## src/rtl/reg_writeback.sv

```systemverilog
// Register-file write-side front end: arbitrates ALU and load results,
// drops writes to r0, queues the rest in order, drains one entry per cycle
// onto the register-file write port, and forwards pending write data.
module reg_writeback #(
  parameter int DEPTH = 4
) (
  input  logic                   clk,
  input  logic                   rst,
  input  logic                   alu_valid,
  input  logic [4:0]             alu_reg,
  input  logic [31:0]            alu_data,
  output logic                   alu_ready,
  input  logic                   mem_valid,
  input  logic [4:0]             mem_reg,
  input  logic [31:0]            mem_data,
  output logic                   mem_ready,
  input  logic [4:0]             lookupReg,
  output logic                   fwdHit,
  output logic [31:0]            fwdData,
  output logic                   regWrite,
  output logic [4:0]             writeReg,
  output logic [31:0]            writeData,
  output logic [$clog2(DEPTH):0] pending
);

  localparam int PW = $clog2(DEPTH);

  logic [4:0]    r_q_reg  [DEPTH];
  logic [31:0]   r_q_data [DEPTH];
  logic [PW-1:0] r_rd_ptr;
  logic [PW-1:0] r_wr_ptr;
  logic [PW:0]   r_count;
  logic          r_reg_write;
  logic [4:0]    r_write_reg;
  logic [31:0]   r_write_data;

  logic          w_mem_ready;
  logic          w_alu_ready;
  logic          w_enq;
  logic          w_deq;
  logic [4:0]    w_enq_reg;
  logic [31:0]   w_enq_data;
  logic          w_fwd_hit;
  logic [31:0]   w_fwd_data;

  // Readiness depends only on pre-edge occupancy; a same-cycle pop does not free a slot.
  always_comb begin
    w_mem_ready = rst && (r_count < (PW+1)'(DEPTH));
    w_alu_ready = w_mem_ready && !mem_valid;
  end

  // Select the accepted source (memory has priority) and suppress r0 writes.
  always_comb begin
    w_enq      = 1'b0;
    w_enq_reg  = '0;
    w_enq_data = '0;
    if (mem_valid && w_mem_ready) begin
      w_enq      = (mem_reg != 5'd0);
      w_enq_reg  = mem_reg;
      w_enq_data = mem_data;
    end else if (alu_valid && w_alu_ready) begin
      w_enq      = (alu_reg != 5'd0);
      w_enq_reg  = alu_reg;
      w_enq_data = alu_data;
    end
    w_deq = (r_count != '0);
  end

  // Queue storage; no reset needed since occupancy gates every read.
  always_ff @(posedge clk) begin
    if (w_enq) begin
      r_q_reg[r_wr_ptr]  <= w_enq_reg;
      r_q_data[r_wr_ptr] <= w_enq_data;
    end
  end

  // Pointers and occupancy; wrap is implicit in the PW-bit pointer width.
  always_ff @(posedge clk or negedge rst) begin
    if (!rst) begin
      r_rd_ptr <= '0;
      r_wr_ptr <= '0;
      r_count  <= '0;
    end else begin
      if (w_enq) r_wr_ptr <= r_wr_ptr + 1'b1;
      if (w_deq) r_rd_ptr <= r_rd_ptr + 1'b1;
      case ({w_enq, w_deq})
        2'b10:   r_count <= r_count + 1'b1;
        2'b01:   r_count <= r_count - 1'b1;
        default: r_count <= r_count;
      endcase
    end
  end

  // Register-file write port: pop the head every cycle the queue is non-empty.
  always_ff @(posedge clk or negedge rst) begin
    if (!rst) begin
      r_reg_write  <= 1'b0;
      r_write_reg  <= '0;
      r_write_data <= '0;
    end else if (w_deq) begin
      r_reg_write  <= 1'b1;
      r_write_reg  <= r_q_reg[r_rd_ptr];
      r_write_data <= r_q_data[r_rd_ptr];
    end else begin
      r_reg_write  <= 1'b0;
    end
  end

  // Forwarding: scan oldest to youngest so later matches override earlier ones,
  // starting from the output register which is older than any queued entry.
  always_comb begin
    logic [PW-1:0] idx;
    idx        = '0;
    w_fwd_hit  = 1'b0;
    w_fwd_data = '0;
    if (lookupReg != 5'd0) begin
      if (r_reg_write && (r_write_reg == lookupReg)) begin
        w_fwd_hit  = 1'b1;
        w_fwd_data = r_write_data;
      end
      for (int unsigned i = 0; i < DEPTH; i++) begin
        idx = r_rd_ptr + PW'(i);
        if ((i < 32'(r_count)) && (r_q_reg[idx] == lookupReg)) begin
          w_fwd_hit  = 1'b1;
          w_fwd_data = r_q_data[idx];
        end
      end
    end
  end

  assign mem_ready = w_mem_ready;
  assign alu_ready = w_alu_ready;
  assign fwdHit    = w_fwd_hit;
  assign fwdData   = w_fwd_data;
  assign regWrite  = r_reg_write;
  assign writeReg  = r_write_reg;
  assign writeData = r_write_data;
  assign pending   = r_count;

endmodule

```

## config.mk

```make
export PLATFORM = sky130hd
export DESIGN_NAME = reg_writeback
export DESIGN_NICKNAME = d
export VERILOG_FILES = /design/src/rtl/reg_writeback.sv
export SDC_FILE = /design/constraint.sdc
export NUM_CORES = 1
export LEC_CHECK = 0
export ABC_CLOCK_PERIOD_IN_PS = 3100
export BUFFER_PORTS_ARGS = -buffer_cell sky130_fd_sc_hd__buf_2
export CAP_MARGIN = 10
export CORE_ASPECT_RATIO = 0.9
export CORE_MARGIN = 2
export CORE_UTILIZATION = 49
export CTS_BUF_LIST = sky130_fd_sc_hd__clkbuf_16
export DETAILED_ROUTE_END_ITERATION = 16
export PLACE_DENSITY = 0.69
export REMOVE_ABC_BUFFERS = 1
export SLEW_MARGIN = 20
export SYNTH_ARGS = -nofsm -noshare
export SYNTH_HDL_FRONTEND = slang
export SYNTH_SLANG_ARGS = --single-unit
```

## constraint.sdc

```tcl
create_clock -name clk -period 3.1 [get_ports clk]
set_input_delay 0.465 -clock clk [delete_from_list [all_inputs] [get_ports clk]]
set_output_delay 0.465 -clock clk [all_outputs]
set_load 0.05 [all_outputs]
```

==> results.ini <==
[status]
status=finished, violations left
failed_checks=negative setup slack

[route]
antenna_left=0
wire_per_inst_um=23.39
drcViolationCount=0
finalWirelength_um=33960
routed_via_density=6.353
first_pass_iters=5
drt_iter0_markers=905
vias=9224

[clocking]
cts_made_buffers=17
cts-root-buf=clkbuf_16
cts_tree=yes
cts.clk_slew.worst_paths_ps=70
numClockSinks=193
cts_hold_buf=0
clk_latency_ps=440
h-tree-depth=4
cts_buffer_depth=2

[worst_setup_path]
critPathKind=flip-flop to output port
crit_arrival_ps=3230
r2r_start=pending[2]
worst_r2r_endpoint=r_q_data[1][12]
rr_worst_depth=7
endpoint_kind=output port
cp-start-kind=flip-flop
crit_fanout=6
worstPathRequired_ps=2630
ff2ff_setup_slack_ps=730

[logic_synthesis]
syn_area_sq_um=12140
synth_seq_cells=193
seq_area_frac_synth_pct=45.88
syn_area_per_cell_sq_um=12.54
synth_edf_count=148
yosysWarnings=0
async_flop_share_pct=23.32
synth_top_area_share_pct=36.60
ys.flop_type=edfxtp_1
yosysUniqueCellTypes=43
yosysTopAreaCell=edfxtp_1
synth.cells.most_frequent=edfxtp_1 (148), mux2i_1 (126), mux4_2 (84), a21oi_1 (65), o21ai_0 (63)
synth.most_common_cell=edfxtp_1
synthTopCellsByArea=edfxtp_1 (37%), mux4_2 (16%), mux2i_1 (10%)
syn_inst=968

[global_route]
antenna_found_initial=1
grt_overflow=0
grtUsageTotal_pct=26.04
grt_pass1_wl_um=51260
grt_pass1_vias=9135
grt_max_degree=77

[timing]
clock_skew_ps=13.33
slew_headroom_pct=49.29
setup_viol=33
fmax_ghz=0.2707
setup_ws_ps=-594.5
worst_slew_pin_slew_ps=760.6
hold_viol=0
drv_slew=0
period_share_pct=119.2
setup_tns_ps=-17010
period_needed_ps=3695
hold_slack_ps=189.8
rsz0062_at_grt=yes

[die]
io_pins=159
dieArea_sq_um=26060
die_h_um=153.3
fp-row-count=54
fp.coreArea_sq_um=24320
fp.dieW_um=169.9
start_util_pct=49.92

[pwr]
vdd_drop_max_mv=0.6734
combPwrFrac_pct=60.9
clockPowerShare_pct=14.5
p_int_mw=8.500
power_density_nw_per_um2=1055
swShare_pct=45.50
p_seq_share_pct=24.6
p_sw_mw=7.096
p_leak_nw=5.922

[final_layout]
fillCellCount=1871
multi_input_area_sq_um=6178
stdcell_count=1452
area_growth_pct=21.72
nets=1223
n_antenna_cell=0
drive_above_1_share_pct=35.23
seq_area_sq_um=5578
largest_reg_flops=128

[min_path]
holdCritPathClass=primary input to asynchronous set/reset pin

[place]
routabilityCongestion=0.8196
dpl.hpwl_um=19970
port_buffers=158
dp_cells=1402

[flow_run]
cap_violations=0

==> layer usage <==
metal / GRT usage [%] / wire (um)
met1: 35.34 / 14050
met2: 42.86 / 16550
met3: 4.013 / 2669
met4: 9.280 / 685
met5: 0 / 0
==> kinds of logic (layout without fill, tap and decap cells) <==
group | after synthesis | count (layout) | share of synthesized area, %
adder cells (fa/ha/maj) | 9 | 9 | 0.9275
XOR/XNOR | 31 | 31 | 2.236
AO/OA/AOI/OAI | 239 | 239 | 12.82
multiplexers | 212 | 212 | 26.15
AND/OR/NAND/NOR | 150 | 150 | 6.873
buffers and inverters | 134 | 310 | 5.111
flip-flops | 193 | 193 | 45.88
==> cell usage in the layout (no fill, tap or decap), types with 17 or more instances in the layout <==
| cell | instances |
|---|---|
| edfxtp_1 | 148 |
| mux2i_1 | 126 |
| buf_2 | 126 |
| mux4_2 | 84 |
| buf_4 | 70 |
| o21ai_0 | 63 |
| a21oi_1 | 57 |
| nand2_1 | 52 |
| dfrtp_1 | 43 |
| inv_1 | 38 |
| a22o_1 | 37 |
| nand3b_1 | 31 |
| and3_1 | 27 |
| o311ai_1 | 27 |
| a211oi_1 | 25 |
| xnor2_1 | 19 |
| clkbuf_16 | 18 |
| buf_12 | 18 |
| buf_6 | 17 |
==> power groups by stage <==
| stage | Clock [mW] | Sequential [mW] | Combinational (mW) |
|---|---|---|---|
| global route | 2.38 | 3.90 | 10.1 |
| detailed placement | 0 | 3.91 | 8.75 |
| floorplan | 0 | 5.18 | 4.66 |
| CTS | 2.26 | 3.83 | 9.22 |
| finish | 2.25 | 3.84 | 9.50 |
| global placement | 0 | 3.88 | 8.65 |
==> through the flow <==
stage | total power, mW | worst slack [ps] | util, % | cell area, sq um
6_report | 15.60 | -594.5 | 60.76 | 14780
5_1_grt | 16.34 | -678.3 | 60.76 | 14780
4_1_cts | 15.32 | -571.5 | 59.58 | 14490
3_5_place_dp | 12.65 | -121.4 | 55.75 | 13560
3_3_place_gp | 12.53 | -81.30 | 55.75 | 13560
2_1_floorplan | 9.835 | -5580 | - | 11660
==> area by class of cell <==
cell class / instances / share of cell area [%]
clock buffers: 17 / 2.878
multi-input cells: 641 / 41.80
flip-flops and latches: 193 / 37.74
clock inverters: 15 / 1.143
inverters: 38 / 0.9651
well taps: 308 / 2.608
repair buffers: 240 / 12.86
==> worst max-delay path, stage by stage, from the launching register on <==
cell and delay [ps]:
dfrtp_4 510, buf_6 140, mux4_2 450, xor2_2 180
nor4_4 280, buf_6 190, buf_12 140, buf_16 130
buf_12 110, and3_4 190, o311ai_4 90, a21oi_2 190
buf_6 180
==> how the worst max path moves through the flow <==
stage	from	endpoint	depth (start not counted)
after floorplan	r_rd_ptr[0]	fwdHit	6
after global placement	r_rd_ptr[0]	fwdData[24]	10
after detailed placement	r_rd_ptr[0]	fwdData[26]	9
after CTS	r_rd_ptr[0]	fwdData[6]	10
after global routing	r_rd_ptr[0]	fwdData[29]	12
final	r_rd_ptr[0]	fwdData[21]	12
==> repair_timing <==
| item | CTS | global route |
|---|---|---|
| gates resized for setup | 51 | 40 |
| gates cloned | 4 | 3 |
| pin swaps | 26 | 26 |
| buffers inserted | 7 | 4 |
| endpoints found under the setup margin | 33 | 33 |
Power figures use the tool's default switching activity.
